$ cat src/rtl/uart_rx_param.sv
// Parametrised UART receiver: 3-sample majority vote, false-start rejection, valid/ready output.
// Define UART_RX_PARITY_EN to add a parity bit check with a parity_err_o pulse.
module uart_rx_param #(
    parameter int unsigned CLK_FREQ   = 100_000_000,
    parameter int unsigned BAUD_RATE  = 9600,
    parameter int unsigned OVERSAMPLE = 16,
    parameter int unsigned DATA_BITS  = 8,
    parameter int unsigned STOP_BITS  = 1
`ifdef UART_RX_PARITY_EN
    ,
    parameter bit          PARITY_ODD = 1'b0
`endif
) (
    input  logic                 clk_i,
    input  logic                 reset_i,
    input  logic                 rxd_i,
    output logic [DATA_BITS-1:0] rx_data_o,
    output logic                 rx_valid_o,
    input  logic                 rx_ready_i,
    output logic                 rx_busy_o,
    output logic                 frame_err_o,
    output logic                 overrun_err_o,
`ifdef UART_RX_PARITY_EN
    output logic                 parity_err_o,
`endif
    output logic [15:0]          frame_count_o
);

    localparam int unsigned Div   = CLK_FREQ / (BAUD_RATE * OVERSAMPLE);
    localparam int unsigned DivW  = (Div > 1) ? $clog2(Div) : 1;
    localparam int unsigned TickW = $clog2(OVERSAMPLE);
    localparam int unsigned IdxW  = $clog2(DATA_BITS);
    localparam int unsigned Mid   = OVERSAMPLE / 2;

    localparam logic [DivW-1:0]  DivLast  = DivW'(Div - 1);
    localparam logic [TickW-1:0] TickLast = TickW'(OVERSAMPLE - 1);
    localparam logic [TickW-1:0] SampA    = TickW'(Mid - 1);
    localparam logic [TickW-1:0] SampB    = TickW'(Mid);
    localparam logic [TickW-1:0] SampC    = TickW'(Mid + 1);
    localparam logic [IdxW-1:0]  DataLast = IdxW'(DATA_BITS - 1);
    localparam logic [IdxW-1:0]  StopLast = IdxW'(STOP_BITS - 1);

    typedef enum logic [2:0] {
        StIdle,
        StStart,
        StData,
`ifdef UART_RX_PARITY_EN
        StParity,
`endif
        StStop,
        StBreak
    } state_e;

    state_e state_q, state_d;

    logic                 rxd_meta_q, rxd_sync_q, rxd_prev_q;
    logic [DivW-1:0]      div_q, div_d;
    logic [TickW-1:0]     tick_cnt_q, tick_cnt_d;
    logic [1:0]           samp_q, samp_d;
    logic [IdxW-1:0]      bit_idx_q, bit_idx_d;
    logic [DATA_BITS-1:0] shift_q, shift_d;
    logic [DATA_BITS-1:0] rx_data_q, rx_data_d;
    logic                 rx_valid_q, rx_valid_d;
    logic                 frame_err_q, frame_err_d;
    logic                 overrun_q, overrun_d;
    logic [15:0]          frame_count_q, frame_count_d;
    logic                 start_edge, tick, sample_pt, bit_end, maj, stop_last;
    logic                 frame_ok, deliver, accept;
`ifdef UART_RX_PARITY_EN
    logic                 par_bad_q, par_bad_d, parity_err_q, parity_err_d;
`endif

    assign tick       = (div_q == DivLast);
    assign start_edge = (state_q == StIdle) && rxd_prev_q && !rxd_sync_q;
    assign sample_pt  = tick && (tick_cnt_q == SampC);
    assign bit_end    = tick && (tick_cnt_q == TickLast);
    // Third vote is the live sample taken on the SampC tick.
    assign maj        = (samp_q[0] & samp_q[1]) | (samp_q[0] & rxd_sync_q) |
                        (samp_q[1] & rxd_sync_q);
    assign stop_last  = (bit_idx_q == StopLast);
    assign frame_ok   = (state_q == StStop) && sample_pt && maj && stop_last;
`ifdef UART_RX_PARITY_EN
    assign deliver    = frame_ok && !par_bad_q;
`else
    assign deliver    = frame_ok;
`endif
    assign accept     = rx_valid_q && rx_ready_i;

    always_ff @(posedge clk_i) begin
        if (reset_i) begin
            state_q <= StIdle;
        end else begin
            state_q <= state_d;
        end
    end

    always_comb begin
        state_d = state_q;
        unique case (state_q)
            StIdle: if (start_edge) state_d = StStart;
            StStart: begin
                if (sample_pt && maj) begin
                    state_d = StIdle;
                end else if (bit_end) begin
                    state_d = StData;
                end
            end
            StData: begin
                if (bit_end && (bit_idx_q == DataLast)) begin
`ifdef UART_RX_PARITY_EN
                    state_d = StParity;
`else
                    state_d = StStop;
`endif
                end
            end
`ifdef UART_RX_PARITY_EN
            StParity: if (bit_end) state_d = StStop;
`endif
            // Leave at the last stop sample so a back-to-back start edge is not missed.
            StStop: begin
                if (sample_pt) begin
                    if (!maj) begin
                        state_d = StBreak;
                    end else if (stop_last) begin
                        state_d = StIdle;
                    end
                end
            end
            StBreak: if (rxd_sync_q) state_d = StIdle;
            default: state_d = StIdle;
        endcase
    end

    always_comb begin
        div_d      = (start_edge || tick) ? '0 : div_q + DivW'(1);
        tick_cnt_d = tick_cnt_q;
        if (start_edge) begin
            tick_cnt_d = '0;
        end else if (tick) begin
            tick_cnt_d = (tick_cnt_q == TickLast) ? '0 : tick_cnt_q + TickW'(1);
        end
        samp_d = samp_q;
        if (tick && (tick_cnt_q == SampA)) samp_d[0] = rxd_sync_q;
        if (tick && (tick_cnt_q == SampB)) samp_d[1] = rxd_sync_q;
        shift_d = shift_q;
        if ((state_q == StData) && sample_pt) shift_d = {maj, shift_q[DATA_BITS-1:1]};
        bit_idx_d = bit_idx_q;
        if (bit_end) begin
            if (state_q == StStart) begin
                bit_idx_d = '0;
            end else if (state_q == StData) begin
                bit_idx_d = (bit_idx_q == DataLast) ? '0 : bit_idx_q + IdxW'(1);
            end else if (state_q == StStop) begin
                bit_idx_d = bit_idx_q + IdxW'(1);
            end
        end
        frame_err_d   = (state_q == StStop) && sample_pt && !maj;
        overrun_d     = deliver && rx_valid_q && !rx_ready_i;
        rx_data_d     = rx_data_q;
        rx_valid_d    = rx_valid_q;
        frame_count_d = frame_count_q;
        if (deliver && (!rx_valid_q || rx_ready_i)) begin
            rx_data_d     = shift_q;
            rx_valid_d    = 1'b1;
            frame_count_d = frame_count_q + 16'd1;
        end else if (accept) begin
            rx_valid_d = 1'b0;
        end
`ifdef UART_RX_PARITY_EN
        par_bad_d = par_bad_q;
        if (start_edge) begin
            par_bad_d = 1'b0;
        end else if ((state_q == StParity) && sample_pt) begin
            par_bad_d = (^shift_q ^ maj) != PARITY_ODD;
        end
        parity_err_d = frame_ok && par_bad_q;
`endif
    end

    always_ff @(posedge clk_i) begin
        if (reset_i) begin
            rxd_meta_q    <= 1'b1;
            rxd_sync_q    <= 1'b1;
            rxd_prev_q    <= 1'b1;
            div_q         <= '0;
            tick_cnt_q    <= '0;
            samp_q        <= '0;
            bit_idx_q     <= '0;
            shift_q       <= '0;
            rx_data_q     <= '0;
            rx_valid_q    <= 1'b0;
            frame_err_q   <= 1'b0;
            overrun_q     <= 1'b0;
            frame_count_q <= '0;
`ifdef UART_RX_PARITY_EN
            par_bad_q     <= 1'b0;
            parity_err_q  <= 1'b0;
`endif
        end else begin
            rxd_meta_q    <= rxd_i;
            rxd_sync_q    <= rxd_meta_q;
            rxd_prev_q    <= rxd_sync_q;
            div_q         <= div_d;
            tick_cnt_q    <= tick_cnt_d;
            samp_q        <= samp_d;
            bit_idx_q     <= bit_idx_d;
            shift_q       <= shift_d;
            rx_data_q     <= rx_data_d;
            rx_valid_q    <= rx_valid_d;
            frame_err_q   <= frame_err_d;
            overrun_q     <= overrun_d;
            frame_count_q <= frame_count_d;
`ifdef UART_RX_PARITY_EN
            par_bad_q     <= par_bad_d;
            parity_err_q  <= parity_err_d;
`endif
        end
    end

    assign rx_data_o     = rx_data_q;
    assign rx_valid_o    = rx_valid_q;
    assign rx_busy_o     = (state_q != StIdle);
    assign frame_err_o   = frame_err_q;
    assign overrun_err_o = overrun_q;
    assign frame_count_o = frame_count_q;
`ifdef UART_RX_PARITY_EN
    assign parity_err_o  = parity_err_q;
`endif

endmodule

$ cat config.mk
export PLATFORM = sky130hd
export DESIGN_NAME = uart_rx_param
export DESIGN_NICKNAME = d
export VERILOG_FILES = /design/src/rtl/uart_rx_param.sv
export SDC_FILE = /design/constraint.sdc
export NUM_CORES = 1
export LEC_CHECK = 0
export BUFFER_PORTS_ARGS = -buffer_cell sky130_fd_sc_hd__buf_2
export CAP_MARGIN = 10
export CORE_UTILIZATION = 50
export DETAILED_ROUTE_END_ITERATION = 8
export GPL_TIMING_DRIVEN = 0
export PLACE_DENSITY = 0.7
export SLEW_MARGIN = 20
export SYNTH_ARGS = -nofsm -noshare
export SYNTH_HDL_FRONTEND = slang
export SYNTH_SLANG_ARGS = --single-unit
$ cat constraint.sdc
create_clock -name clk_i -period 4.4 [get_ports clk_i]
set_clock_uncertainty 0.2 [all_clocks]
set_input_delay 0.88 -clock clk_i [delete_from_list [all_inputs] [get_ports clk_i]]
set_output_delay 0.88 -clock clk_i [all_outputs]
set_load 0.005 [all_outputs]
-- Word-level counts from Yosys, hierarchy flattened
Index checks and enable logic that the tools add are counted.
- register bits: 60
- bits in latches: 0
- bits in writable memories: 0
- ROM bits: 0
- input bits: 4
- output and inout bits: 28
- word-level logic and storage cells: 88
- memories kept: 0
- add/sub/neg operators: 4
- multipliers: 0
- div/mod/pow operators: 0
- magnitude comparators: 0
- eq/ne operators: 16
- shift operators: 0
- muxes and demuxes: 16
- bitwise gates (word level): 5
- reduce and logical (&&, ||, !) cells: 32
- operator list (operator ; number):
    two-way mux 3 bit ; 12
    logical AND 1 bit ; 17
    adder 16 x 1 -> 16 bit (second input constant) ; 1
    one-hot mux 3 bit (5 select lines) ; 1
    equality test 4 bit (second input constant) ; 3
    adder 10 x 1 -> 10 bit (second input constant) ; 1
    equality test 10 bit (second input constant) ; 1
    inequality test 2 bit (second input constant) ; 4
    equality test 3 x 2 -> 1 bit (second input constant) ; 2
    equality test 3 bit (second input constant) ; 2
    logical NOT 3 bit ; 2
    inequality test 3 bit (second input constant) ; 2
    AND reduction 6 bit ; 1
    nonzero test 3 bit ; 2
    adder 4 x 1 -> 4 bit (second input constant) ; 1
    equality test 4 x 3 -> 1 bit (second input constant) ; 1
    logical NOT 1 bit ; 4
    two-way mux 4 bit ; 1
    OR reduction 2 bit ; 2
    adder 3 x 1 -> 3 bit (second input constant) ; 1
    AND 1 bit ; 3
    equality test 3 x 1 -> 1 bit (second input constant) ; 1
    logical OR 1 bit ; 2
    two-way mux 1 bit ; 2
    other kinds (3) ; 4

-- Depth between registers and ports, before layout
- depth after elaboration: 7
- gate-level depth with buffers: 9
- mapped depth without buffers: 7

-- Least setup slack after synthesis
Ideal clock, no wire load.
- path type: flip-flop to flip-flop
- from: reg div_q[6]
- to: reg frame_count_q[7] (netlist: frame_count_o[7])
- data arrival time: 2.593 ns
- data required time: 4.130 ns
- setup slack: 1.537 ns
- cell stages (with the launch flop): 8
- clock period less this slack: 2.863 ns
- path through: dfxtp_1 -> or4b_4 -> or4_4 -> buf_6 -> or3_4 -> buf_6 -> or4_1 -> a21oi_1
- longest elaborated chain between the ends: 6
- RTL lines (element ; line ; text):
    from (decl) ; 57 ; logic [DivW-1:0] div_q, div_d;
    from (signal assigned) ; 204 ; div_q <= div_d;
    equality test 10 bit ; 73 ; assign tick = (div_q == DivLast);
    logical AND 1 bit ; 75 ; assign sample_pt = tick && (tick_cnt_q == SampC);
    logical AND 1 bit (3 in series) ; 81 ; assign frame_ok = (state_q == StStop) && sample_pt && maj && stop_last;
    logical AND 1 bit ; 163 ; if (deliver && (!rx_valid_q || rx_ready_i)) begin
    to (signal assigned) ; 213 ; frame_count_q <= frame_count_d;
    to (decl) ; 66 ; logic [15:0] frame_count_q, frame_count_d;
No other way between the ends.
A chain may end at the register's enable or synchronous reset.

-- Final worst setup path
- from: reg div_q[6]
- to: reg frame_count_q[13] (netlist: frame_count_o[13])
The elaborated chain is that of the path after synthesis.

==> results.md <==
* Outcome: complete, no violations
* Top FF cell, synth: dfxtp_1
* Crit share post-route at 69.8%
* Number of global-route vias before repair at 2126
* Num CTS Buffers at 9
* Post-DP HPWL at 4010 µm
* Worst Hold Path Cells at 1
* Clock transition at path regs at 0.07 ns
* DR vias at 2359
* Worst skew pair latency at 0.34 ns
* Setup crit end kind: register
* Critical path fanouts, max at 10
* Most common cell after layout, fill and taps aside: dfxtp_1
* Fin. max-slew vios at 0
* Post-CTS Resized at 0
* Cts hold-fix bufs at 0
* RePlAce Congestion at 0.793
* GRT Total Usage at 20.6%
* Area occupied by multi-input gates at 1490 µm²
* Sequential fraction of the synthesis area at 43.0%
* Synth Register Bits at 60
* Total grt overflow at 0
* Initial drt markers at 179
* Hold_sp: rxd_meta_q
* FF+latch area at 1200 µm²
* Leakage at 1.28 nW
* Setup Viol. Count Final at 0
* DR WL/cell at 13.1 µm
* Drt first pass iters at 4
* Max-Cap Viols at 0
* Crit start category: register
* CTS tree: built
* Fill cell count at 492
* Largest net degree at the start of global routing at 12
* Power per Cell Area at 357 nW/µm²
* Antenna cells at 0
* IO Pins at 32
* Most frequent cells in the layout: dfxtp_1, nand2_1, nor2_1, buf_2, a21oi_1
* Post-Synthesis Cells at 320
* Relative slew margins at 50.1%
* Syn nets at 333
* Post-route setup TNS at 0 ns
* Total Wirelength at 5700 µm
* Reg-to-Reg Start: div_q[6]
* Starting Density at 53.4%
* Worst path arrival time at 3.14 ns
* Reg-to-reg slack, setup at 1.33 ns
* Share of layout cells above drive strength 1 at 17.5%
* Cell Area, Synth at 2800 µm²
* Core area at 5240 µm²
* Peak VDD IR at 0.000210 V
* HP Class: register to register
* Final ANT Viol Nets at 0
* Fmax at 0.326 GHz
* Final Hold Viols at 0
* Tightest Pin Transition at 0.742 ns
* CTS root buf: clkbuf_8
* Tmin final at 3.07 ns
* Via density at 5.41
* WS Path Type: register to register
* Hold path endpoint: rxd_sync_q
* Hold slack at 0.243 ns
* Number of antenna violations at the first check in global routing at 0
* Worst stage delay on the critical path at 0.58 ns
* Worst Path Required at 4.47 ns
* Clk buf depth at 2
* DR DRC count at 0
* Die outline width at 76.8 µm
* Global-route wire length before repair at 9630 µm
* Reg2Reg Depth at 6
* CTS Sinks at 60
* Mapped Avg Cell Area at 8.74 µm²
* Row cnt at 26
* I/O Buffers at 31
* CTS H-Tree Depth at 3
* Final Total Pwr at 0.00116 W
* Reg2Reg Capture Point: frame_count_o[13]
* Async set or reset register ratio after synthesis at 0%
* Synth warnings at 0
* Unrepaired setup endpoints after global routing: no
* Die ar. at 5900 µm²
* # Post-CTS Setup Buffers at 0
* Die height at 76.8 µm
* Nets at 375
* Synth cell types at 50
* Slowest-stage cell, CP: nor4_1
* Number of flops mapped to enable cells by yosys at 0
* Critical path, cell by cell: or4b_4 > or4_4 > buf_6 > nor4_1 > or4b_1 > a21oi_1
* Area Growth Syn to Fin at 16.3%
-- power breakdown --
part | switching [W] | leakage [nW] | internal [W] | total, W
Sequential | 0.00000443 | 0.484 | 0.000550 | 0.000554
Clock | 0.000220 | 0.105 | 0.000316 | 0.000536
Combinational | 0.0000438 | 0.690 | 0.0000258 | 0.0000696
Total | 0.000268 | 1.28 | 0.000892 | 0.00116
-- logic make-up after synthesis --
family          synth area share, %
flops                          43.0
mux                            4.70
buf+inv                        3.89
simple gates                   27.8
fa+ha+maj                      4.38
xor+xnor                       3.76
compound gates                 12.5
-- stage by stage --
step	util, %	instance area [µm²]	setup slack, ns	instances
6_report	62.1	3250	1.33	436
5_1_grt	62.1	3250	1.20	436
4_1_cts	62.1	3250	1.34	436
3_5_place_dp	58.0	3040	1.38	421
3_3_place_gp	58.0	3040	1.34	421
2_1_floorplan	-	2800	1.54	320
-- synthesized netlist by cell type, types with 2 or more instances --
library cell	instances	area [µm²]
a211oi_1	2	15.0
a21oi_1	28	140
a31oi_1	2	12.5
and2_1	2	12.5
and3_1	5	31.3
and3b_1	3	26.3
buf_6	2	22.5
clkbuf_1	14	52.6
dfxtp_1	60	1200
ha_1	9	113
inv_1	9	33.8
mux2i_1	12	120
nand2_1	35	131
nand2b_1	8	50.1
nand3_1	9	45.0
nand3b_1	3	22.5
nand4_1	3	18.8
nand4b_1	2	17.5
nor2_1	35	131
nor2b_1	4	25.0
nor3_1	5	25.0
nor4_1	5	31.3
o21a_1	2	15.0
o21ai_0	6	30.0
o31ai_1	5	37.5
o41ai_1	5	43.8
or2_2	4	25.0
or3_1	5	31.3
or3b_2	2	17.5
or4_1	2	15.0
or4b_1	3	30.0
xnor2_1	8	70.1
xor2_1	4	35.0
-- metal layers --
metal,vias up,share of wire (%),global-route usage (%)
met1,1098,48,26.6
met5,-,0,0
met2,49,45,31.6
met3,6,4.7,5.12
met4,0,1.5,11.0
li1,1206,-,-
-- sequential cells by signal (all words and copies together) (netlist names) --
signal,cells
frame_err_o,1
shift_q,8
rxd_prev_q,1
rxd_sync_q,1
overrun_err_o,1
samp_q,2
bit_idx_q,3
div_q,10
tick_cnt_q,4
state_q,3
rx_data_o,8
frame_count_o,16
rx_valid_o,1
rxd_meta_q,1
-- worst max-delay path: cells and delay by family, from the launching register on --
kind	cells	cell delay, ns
buffers and inverters	1	0.16
DFF	1	0.34
AOI/OAI and AO/OA	1	0.15
and+or+nand+nor	4	2.16
-- final cells by class --
| class | instances | area share (%) |
|---|---|---|
| Multi-Input combinational cell | 235 | 45.7 |
| Sequential cell | 60 | 36.9 |
| Timing Repair Buffer | 31 | 4.77 |
| Clock buffer | 9 | 3.81 |
| Clock inverter | 6 | 2.77 |
| Tap cell | 70 | 2.69 |
| Buffer | 16 | 2.31 |
| Inverter | 9 | 1.04 |
-- worst max-delay path by stage --
| stage | startpoint | cells after the start | end | slack (ns) |
|---|---|---|---|---|
| 2_1_floorplan | div_q[6] | 7 | frame_count_o[7] | 1.54 |
| 3_3_place_gp | div_q[6] | 6 | frame_count_o[13] | 1.34 |
| 3_5_place_dp | div_q[6] | 6 | frame_count_o[13] | 1.38 |
| 4_1_cts | div_q[6] | 6 | frame_count_o[13] | 1.34 |
| 5_1_grt | div_q[6] | 6 | frame_count_o[13] | 1.20 |
| 6_report | div_q[6] | 6 | frame_count_o[13] | 1.33 |
No activity file was read; power rests on OpenSTA's default activity.
